==> src/rtl/rr_arbiter8_if.sv <==
// Request/grant bundle between the requester pool and the arbiter.
interface rr_arbiter8_if;
  logic       enable;
  logic [7:0] req;
  logic       done;
  logic [7:0] grant;
  logic [2:0] grant_idx;
  logic       valid;
  logic       timeout;

  modport master (
    output enable, req, done,
    input  grant, grant_idx, valid, timeout
  );

  modport slave (
    input  enable, req, done,
    output grant, grant_idx, valid, timeout
  );
endinterface

==> src/rtl/rr_arbiter8.sv <==
// 8-way descending round-robin arbiter with hold timeout and a
// one-cycle turnaround gap between tenures.
module rr_arbiter8 #(
  parameter int unsigned MAX_HOLD = 16,
  parameter int unsigned CNT_W    = 8
) (
  input  logic         clk,
  input  logic         rst_n,
  rr_arbiter8_if.slave s
);

  typedef enum logic [1:0] {IDLE, OWNED, GAP} state_t;

  state_t           state, state_nx;
  logic [CNT_W-1:0] cnt, cnt_nx;
  logic [2:0]       last_idx, last_nx;
  logic [7:0]       grant_q, grant_nx;
  logic [2:0]       idx_q, idx_nx;
  logic             valid_q, valid_nx;
  logic             timeout_q, timeout_nx;

  logic [2:0]       cand;
  logic [2:0]       win_idx;
  logic             win_found;
  logic             rel_drop, rel_hold;

  // Winner search: last_idx-1 downward with wrap, last_idx itself checked last.
  always_comb begin
    win_idx   = '0;
    win_found = 1'b0;
    cand      = '0;
    for (int unsigned k = 1; k <= 8; k++) begin
      cand = last_idx - 3'(k);
      if (!win_found && s.req[cand]) begin
        win_idx   = cand;
        win_found = 1'b1;
      end
    end
  end

  // Next-state and registered-output values.
  always_comb begin
    state_nx   = state;
    cnt_nx     = cnt;
    last_nx    = last_idx;
    grant_nx   = grant_q;
    idx_nx     = idx_q;
    valid_nx   = valid_q;
    timeout_nx = 1'b0;
    rel_drop   = !s.req[idx_q];
    rel_hold   = (cnt == CNT_W'(MAX_HOLD - 1));
    case (state)
      IDLE: begin
        if (s.enable && win_found) begin
          state_nx = OWNED;
          grant_nx = 8'b1 << win_idx;
          idx_nx   = win_idx;
          valid_nx = 1'b1;
          cnt_nx   = '0;
        end
      end
      OWNED: begin
        if (!s.enable) begin
          state_nx = IDLE;
          last_nx  = idx_q;
          grant_nx = '0;
          valid_nx = 1'b0;
        end else if (s.done || rel_drop || rel_hold) begin
          state_nx   = GAP;
          last_nx    = idx_q;
          grant_nx   = '0;
          valid_nx   = 1'b0;
          timeout_nx = rel_hold && !s.done && !rel_drop;
        end else begin
          cnt_nx = cnt + 1'b1;
        end
      end
      GAP: begin
        state_nx = IDLE;
      end
      default: begin
        state_nx = IDLE;
        grant_nx = '0;
        valid_nx = 1'b0;
      end
    endcase
  end

  // State, counter and output registers.
  always_ff @(posedge clk or negedge rst_n) begin
    if (!rst_n) begin
      state     <= IDLE;
      cnt       <= '0;
      last_idx  <= '0;
      grant_q   <= '0;
      idx_q     <= '0;
      valid_q   <= 1'b0;
      timeout_q <= 1'b0;
    end else begin
      state     <= state_nx;
      cnt       <= cnt_nx;
      last_idx  <= last_nx;
      grant_q   <= grant_nx;
      idx_q     <= idx_nx;
      valid_q   <= valid_nx;
      timeout_q <= timeout_nx;
    end
  end

  assign s.grant     = grant_q;
  assign s.grant_idx = idx_q;
  assign s.valid     = valid_q;
  assign s.timeout   = timeout_q;

endmodule

==> src/flat_wrapper.sv <==
// flat-port wrapper written by rule: the top's interface ports become plain ports
module rr_arbiter8_flat 
#(
  parameter int unsigned MAX_HOLD = 16,
  parameter int unsigned CNT_W    = 8
)
  (clk, rst_n, s_enable, s_req, s_done, s_grant, s_grant_idx, s_valid, s_timeout);
  rr_arbiter8_if s_i ();
  input  logic clk;
  input  logic rst_n;
  input wire logic [$bits(s_i.enable)-1:0] s_enable;
  input wire logic [$bits(s_i.req)-1:0] s_req;
  input wire logic [$bits(s_i.done)-1:0] s_done;
  output wire logic [$bits(s_i.grant)-1:0] s_grant;
  output wire logic [$bits(s_i.grant_idx)-1:0] s_grant_idx;
  output wire logic [$bits(s_i.valid)-1:0] s_valid;
  output wire logic [$bits(s_i.timeout)-1:0] s_timeout;
  assign s_i.enable = s_enable;
  assign s_i.req = s_req;
  assign s_i.done = s_done;
  assign s_grant = s_i.grant;
  assign s_grant_idx = s_i.grant_idx;
  assign s_valid = s_i.valid;
  assign s_timeout = s_i.timeout;
  rr_arbiter8 #(.MAX_HOLD(MAX_HOLD), .CNT_W(CNT_W)) u_core (.clk(clk), .rst_n(rst_n), .s(s_i));
endmodule
==> config.mk <==
export PLATFORM = sky130hd
export DESIGN_NAME = rr_arbiter8_flat
export DESIGN_NICKNAME = d
export VERILOG_FILES = /design/src/rtl/rr_arbiter8_if.sv /design/src/rtl/rr_arbiter8.sv /design/src/flat_wrapper.sv
export SDC_FILE = /design/constraint.sdc
export NUM_CORES = 1
export LEC_CHECK = 0
export CAP_MARGIN = 25
export CORE_MARGIN = 2
export CORE_UTILIZATION = 51
export DETAILED_ROUTE_END_ITERATION = 8
export PLACE_DENSITY = 0.76
export SKIP_CTS_REPAIR_TIMING = 1
export SYNTH_ARGS = -nofsm -noshare
export SYNTH_HDL_FRONTEND = slang
export SYNTH_SLANG_ARGS = --single-unit
export TNS_END_PERCENT = 10
==> constraint.sdc <==
create_clock -name clk -period 3.1 [get_ports clk]
set_clock_uncertainty 0.2 [all_clocks]
set_input_delay 0.62 -clock clk [delete_from_list [all_inputs] [get_ports clk]]
set_output_delay 0.62 -clock clk [all_outputs]
set_load 0.05 [all_outputs]
; ---- Word-level counts from Yosys, hierarchy flattened
; Cells that the tools add are included.
[totals]
reg_bits = 26
inputBits = 12
out_inout_bits = 13
elab_cells = 117
[classes]
add_sub_neg = 8
magnitude_cmp = 9
eq_ne = 8
n_shift = 1
n_mux = 55
bitwise_logic = 1
n_reduce_logical = 28
[op_table]
columns = operator, count
row1 = $mux W8, 6
row2 = $lt A3 B4 Y1 const B, 9
row3 = $mux W3, 10
row4 = $bmux W1 S3, 9
row5 = $pmux W8 S3, 1
row6 = $mux W1, 23
row7 = $pmux W8 S2, 1
row8 = $sub A3 B3 Y3 const B, 4
row9 = $logic_and A1 B1 Y1, 10
row10 = $logic_not A1 Y1, 9
row11 = $add A8 B1 Y8 const B, 1
row12 = $eq A8 B4 Y1 const B, 1
row13 = $shl A1 B3 Y8 const A, 1
row14 = $mux W2, 3
row15 = $reduce_and A2 Y1, 3
row16 = $sub A3 B2 Y3 const B, 2
row17 = $ne A2 B1 Y1 const B, 2
row18 = $ne A2 B2 Y1 const B, 2
row19 = $pmux W2 S2, 1
row20 = $reduce_and A4 Y1, 1
row21 = $ne A3 B2 Y1 const B, 1
row22 = $pmux W1 S3, 1
row23 = $reduce_and A3 Y1, 1
row24 = $sub A3 B1 Y3 const B, 1
row25 = other kinds (6), 7

; ---- Depth between registers and ports, before layout
; Gate-level depths: netlist of run 1.
[depth]
ltp_word = 28
ltp_mapped = 13
ltp_nobuf = 9

; ---- Worst setup path before layout of run 1
; Ideal clock, no wire load.
[synth_path]
path_kind = register -> register
start = register u_core.last_idx[1]
end = register u_core.grant_q[3] (netlist: u_core.s.grant[3])
setup_ps = 67
arrival_ps = 2921
t_required_ps = 2833
path_slack_ps = -88
stages_incl_launch_ff = 11
path_buffers = 1
synth_period_minus_slack_ps = 3188
path_cell_list = dfrtp_1 buf_4 inv_4 ha_1 mux4_1 or2_4 nor2b_4 nand4b_4 or3b_4 a31oi_4 a32o_2
[synth_between]
elab_chain_cells = 28
elab_cells_between_ends = 59
classes_between = add/sub (7) / eq/ne (1) / shift (1) / mux (34) / reduce/logical (16)
[synth_lines]
columns = element, line_no
row1 = from (decl), rr_arbiter8.sv:16  ; logic [2:0] last_idx, last_nx;
row2 = from (signal assigned), rr_arbiter8.sv:102  ; last_idx <= last_nx;
row3 = $sub A3 B1 Y3, rr_arbiter8.sv:33  ; cand = last_idx - 3'(k);
row4 = $bmux W1 S3, rr_arbiter8.sv:34  ; if (!win_found && s.req[cand]) begin
row5 = $mux W1 (implied by the code), rr_arbiter8.sv:34
row6 = $mux W1, rr_arbiter8.sv:34
row7 = $logic_not A1 Y1, rr_arbiter8.sv:34
row8 = $logic_and A1 B1 Y1, rr_arbiter8.sv:34
row9 = $mux W1, rr_arbiter8.sv:34
row10 = $logic_not A1 Y1, rr_arbiter8.sv:34
row11 = (+12 left out), --
row12 = $logic_and A1 B1 Y1, rr_arbiter8.sv:34
row13 = $mux W1, rr_arbiter8.sv:34
row14 = $logic_not A1 Y1, rr_arbiter8.sv:34
row15 = $logic_and A1 B1 Y1, rr_arbiter8.sv:34
row16 = $mux W3 or $mux W1 (tied branches), rr_arbiter8.sv:34
row17 = $shl A1 B3 Y8 or $logic_and A1 B1 Y1 (tied branches), "rr_arbiter8.sv:56, rr_arbiter8.sv:54"
row18 = $mux W8 or $ne A2 B1 Y1 (tied branches), --
row19 = $pmux W8 S3 or $reduce_and A3 Y1 (tied branches), --
row20 = to (signal assigned), rr_arbiter8.sv:103  ; grant_q <= grant_nx;
row21 = to (decl), rr_arbiter8.sv:17  ; logic [7:0] grant_q, grant_nx;
; Several ways; a longest one is shown, not always the timed one. The select of a mux whose other input is x is not followed.
; A chain may end at the register's enable or synchronous reset.

; ---- Worst setup path in the final report of run 1
[layout_path]
start = register u_core.last_idx[0]
end = register u_core.grant_q[7] (netlist: u_core.s.grant[7])
; The elaborated chain is that of the path after synthesis.

==> results.cfg, run 1 <==
[worst_hold_path]
hold_path.class = register to register

[timing]
drv_slew = 0
hold_violations = 0
max_freq_ghz = 0.337
slew_headroom_pct = 59.8
post-route-min-period_ps = 2970
finalSetupTns_ps = 0
setup_ws_ps = 129
worst_slew_pin_slew_ps = 601
setup_viol = 0
whs_ps = 289
fin_crit_sh_pct = 95.8

[clock_network]
clock_latency_ps = 270
root_buffer = clkbuf_8
cts_max_level = 1
clockBufferDepth = 2
clkTransAtPathRegs_ps = 90
cts_tree = done
cts_buffers = 3
cts_num_sinks = 26

[final_layout]
drive_gt1_share_pct = 30.6
diodes = 0
area_growth_pct = 27.4
seqCellArea_um2 = 652
utilization_pct = 68.6
fin_nets = 271
multi_input_area_um2 = 1480
final_area_um2 = 2800
layout.cells.non_filler = 305
nFillCells = 301

[pwr]
p_comb_share_pct = 76.5
p_per_area_nw_per_um2 = 1240
clkPwrFrac_pct = 8.1
netSwitchingFraction_pct = 46.7
finalPower_mw = 3.48
p_sw_mw = 1.63
power.leakage_nw = 1.23
sequentialPowerShare_pct = 15.4
p_int_mw = 1.86
peakVddDrop_v = 0.000675

[setup_path]
critPathKind = register to register
worstPathArrival_ps = 2990
r2r_slack_ps = 130
crit_path_end_kind = register
required_ps = 3120
cp_cell_sequence = inv_4, ha_4, mux4_2, or2_4, nor2b_4, nand4b_4, or3b_4, a31oi_4, a32o_2
slowest_delay_ps = 520
worst-path-max-fanout = 4
slowest_stage = mux4_2
crit_path_start_kind = register

[placement]
place_inst = 300
post-dp-hpwl_um = 4040
io_buffers = 24
dp_slack_ps = -290
gp_congestion = 0.834
placed_area_um2 = 2660

[die]
dieArea_um2 = 4850
initial_core_util_pct = 53.8
core_area_um2 = 4090
die_h_um = 69.7
die_x_um = 69.7
num_rows = 23
ios = 25

[routing]
drt_iter0_drc = 79
vias = 1831
ant_nets = 0
first_pass_iters = 4
wl_um = 5190
drc_errors = 0
wire_per_inst_um = 17.0
viasPerCell = 6.00

[global_route]
track_usage_pct = 22.2
grt_pass1_vias = 1921
grt_remaining_overflow = 0
antenna_found_initial = 0
grt_max_degree = 24
grt_pass1_wl_um = 8810

[job]
drv_cap = 0

[yosys]
synth-edff-count = 0
synth_area_leaders = dfrtp_1, mux4_2, mux2i_1
synth.top_cell.area_share_pct = 29.6
async_flop_share_pct = 100
syn_area_um2 = 2200
synth_cells = 203
yosys_warnings = 0
synth.most_common_cell = dfrtp_1
synth-main-ff-cell = dfrtp_1
synth.net_count = 218
synth_cell_types = 57
ys_ff_latch = 26
syn_area_per_cell_um2 = 10.8
synth_largest_area_cell = dfrtp_1
synth_commonest_cells = dfrtp_1, nand2_1, nor2_1
synth-seq-area-share_pct = 29.6

[status]
status = finished, final reports clean
==> state kept, by name (all words and copies together) (netlist names) <==
signal and count:
u_core.last_idx 3, u_core.s.grant 8, u_core.state 2, u_core.s.valid 1, u_core.s.timeout 1, u_core.s.grant_idx 3
u_core.cnt 8
==> final timing paths <==
path                                     from           endpoint  cells past startpoint
max                        u_core.last_idx[0]  u_core.s.grant[7]                      9
min                            u_core.s.valid     u_core.s.valid                      1
max reg2reg                u_core.last_idx[0]  u_core.s.grant[7]                      9
min reg2reg                    u_core.s.valid     u_core.s.valid                      1
max in group asynchronous               rst_n    u_core.state[0]                      2
min in group asynchronous               rst_n  u_core.s.grant[6]                      1
==> area by class of cell <==
class                      count  area share [%]
clock inverter                 1            1.07
timing repair buffer          57            18.5
clock buffer                   3            1.47
multi-input combinational    164            52.7
sequential                    26            23.3
tap                           50            2.23
inverter                       4           0.714
==> worst max-delay path, delay by kind of cell (launching register included) <==
| kind | cells | cell delay (ps) |
|---|---|---|
| buffers and inverters | 1 | 80 |
| DFF | 1 | 430 |
| and+or+nand+nor | 4 | 970 |
| muxes | 1 | 520 |
| adders and majority gates | 1 | 280 |
| AOI/OAI and AO/OA | 2 | 430 |
==> routing by layer <==
metal	up-vias	GRT usage (%)	share of wire, %
li1	876	-	-
met1	916	29.2	45
met2	34	40.5	52
met3	5	1.45	2.2
met4	0	4.27	1.1
met5	-	0	0
==> placed cells by master (no fill, tap or decap), drive strengths merged, types with 2 or more instances in the layout <==
master,instances
nor2,20
xor2,5
mux2i,12
clkdlybuf4s50,16
xnor2,4
mux4,15
nand2,21
nor3,2
and2,4
clkbuf,3
a22oi,3
mux2,6
o211ai,2
o31ai,5
ha,3
buf,33
nand4,3
inv,4
dfrtp,26
nand3,11
nor2b,4
a32o,5
a31oi,4
dlymetal6s2s,8
o221ai,2
nand2b,5
o21ai,10
a21oi,4
==> power by group through the flow <==
| stage | logic (mW) | registers [mW] | clock network [mW] |
|---|---|---|---|
| CTS | 2.57 | 0.533 | 0.280 |
| detailed placement | 2.56 | 0.540 | 0 |
| global placement | 2.51 | 0.534 | 0 |
| floorplan | 1.67 | 0.693 | 0 |
| global route | 2.89 | 0.548 | 0.301 |
| finish | 2.67 | 0.535 | 0.282 |
==> cell families after synthesis <==
family                     synth area share (%)
muxes                                      25.0
and+or+nand+nor                            17.8
AOI/OAI and AO/OA                          17.0
xor gates and xnor gates                   4.44
adders and majority gates                  1.71
buffers and inverters                      4.49
DFF                                        29.6
Note: power is estimated with default switching activity, not from simulation.
==> run 2: changes to the inputs <==
--- a/config.mk
+++ b/config.mk
@@ -8,6 +8,7 @@
 export CAP_MARGIN = 25
 export CORE_MARGIN = 2
 export CORE_UTILIZATION = 51
+export CTS_CLUSTER_DIAMETER = 200
 export DETAILED_ROUTE_END_ITERATION = 8
 export PLACE_DENSITY = 0.76
 export SKIP_CTS_REPAIR_TIMING = 1
==> results of run 2 <==
The final DEF is identical to that of run 1; final timing and power are the same.
==> run 3: changes to the inputs <==
--- a/config.mk
+++ b/config.mk
@@ -10,7 +10,7 @@
 export CORE_UTILIZATION = 51
 export CTS_CLUSTER_DIAMETER = 200
 export DETAILED_ROUTE_END_ITERATION = 8
-export PLACE_DENSITY = 0.76
+export PLACE_DENSITY = 0.87
 export SKIP_CTS_REPAIR_TIMING = 1
 export SYNTH_ARGS = -nofsm -noshare
 export SYNTH_HDL_FRONTEND = slang
==> run 3 against run 2 <==
Against the previous run: the flow now finishes with violations (setup timing); die area unchanged; final cell count up 2.6%; count of clock-buffer cells in the layout unchanged; global-route usage up 6.7 points; fmax down 4.5%.
==> results.cfg, run 3 (same netlist as run 1, synthesis figures left out) <==
[setup_path]
slowest_delay_ps = 560
required_ps = 3060
worst_path_most_repeated_cell = buf_4
crit_path_end_kind = register
crit_path_start_kind = register
slowest_stage = mux4_2
r2r_cells = 10
r2r_slack_ps = -9
worstPathArrival_ps = 3070
rr_startpoint = u_core.last_idx[0]
critical-path-top-delay-family = multiplexers
crit_buf_inv = 3
cp.depth = 10
critPathKind = register to register
r2r-end = u_core.s.grant_idx[2]
cp_cell_sequence = buf_4, buf_6, mux4_2, mux2i_2, nand2_1, and2b_2, a21oi_1, a32oi_2, buf_4, o21ai_1
worst-path-max-fanout = 10

[worst_hold_path]
min_to = u_core.s.valid
hold_path_startpoint = u_core.s.valid
hold_depth = 1
hold_path.class = register to register

[routing]
ant_nets = 0
viasPerCell = 7.12
drc_errors = 0
first_pass_iters = 5
vias = 2228
wl_um = 7790
wire_per_inst_um = 24.9
drt_iter0_drc = 232

[global_route]
grt_pass1_vias = 2205
grt_pass1_wl_um = 11000
grt_max_degree = 27
antenna_found_initial = 0
track_usage_pct = 28.8
grt_remaining_overflow = 0

[clock_network]
root_buffer = clkbuf_8
cts_tree = done
clock_latency_ps = 280
clockBufferDepth = 2
cts_max_level = 1
clkTransAtPathRegs_ps = 90
cts_buffers = 3
cts_num_sinks = 26

[placement]
io_buffers = 24
gp_congestion = 0.952
dp_slack_ps = -260
post-dp-hpwl_um = 4640

[timing]
setup_ws_ps = -9.44
setup_viol = 1
max_freq_ghz = 0.322
post-route-min-period_ps = 3110
fin_crit_sh_pct = 100
finalSetupTns_ps = -9.44
worst_slew_pin_slew_ps = 584
drv_slew = 0
slew_headroom_pct = 61.1
hold_violations = 0

[final_layout]
drive_gt1_share_pct = 36.9
diodes = 0
area_growth_pct = 34.0
nFillCells = 231
layout_commonest_cell = buf_4
fin_nets = 279
final_cell_mix = buf_4, dfrtp_1, nand2_1

[die]
num_rows = 23
dieArea_um2 = 4850
initial_core_util_pct = 53.8
die_x_um = 69.7
core_area_um2 = 4090
ios = 25
die_h_um = 69.7

[status]
violations = setup timing
status = finished, violations left

[job]
drv_cap = 0
[run 3: routing by layer]
layer / global-route usage [%] / part of all wire, %
met1: 33.5 / 34
met2: 50.4 / 46
met3: 4.07 / 11
met4: 16.9 / 9.3
met5: 0 / 0
[run 3: cell type report]
type / count / area, um2 / share of cell area, %
clock buffer: 3 / 41.3 / 1.40
sequential: 26 / 653 / 22.2
inverter: 4 / 20.0 / 0.679
clock inverter: 1 / 30.0 / 1.02
multi-input combinational: 164 / 1570 / 53.1
timing repair buffer: 65 / 576 / 19.5
tap: 50 / 62.6 / 2.12
[run 3: how the worst max path moves through the flow]
stage / from / end / slack, ps
finish: u_core.last_idx[0] / u_core.s.grant_idx[2] / -9
global route: u_core.last_idx[0] / u_core.s.grant_idx[2] / -90
CTS: s_req[6] / u_core.s.grant[6] / -100
detailed placement: s_req[6] / u_core.s.grant[6] / -260
global placement: s_req[0] / u_core.s.grant[3] / -220
floorplan: u_core.last_idx[0] / u_core.s.grant[3] / 6
[run 3: metrics by stage]
stage	hold slack [ps]	instances	instance area [um2]	util [%]
2_1_floorplan	124	203	2200	-
3_3_place_gp	264	309	2730	66.8
3_5_place_dp	277	309	2730	66.8
4_1_cts	302	313	2800	68.5
5_1_grt	314	313	2950	72.1
6_report	300	313	2950	72.1
Power of run 3 is not shown: default switching activity piles up to over one toggle a cycle in this logic, so the estimate is an artifact.
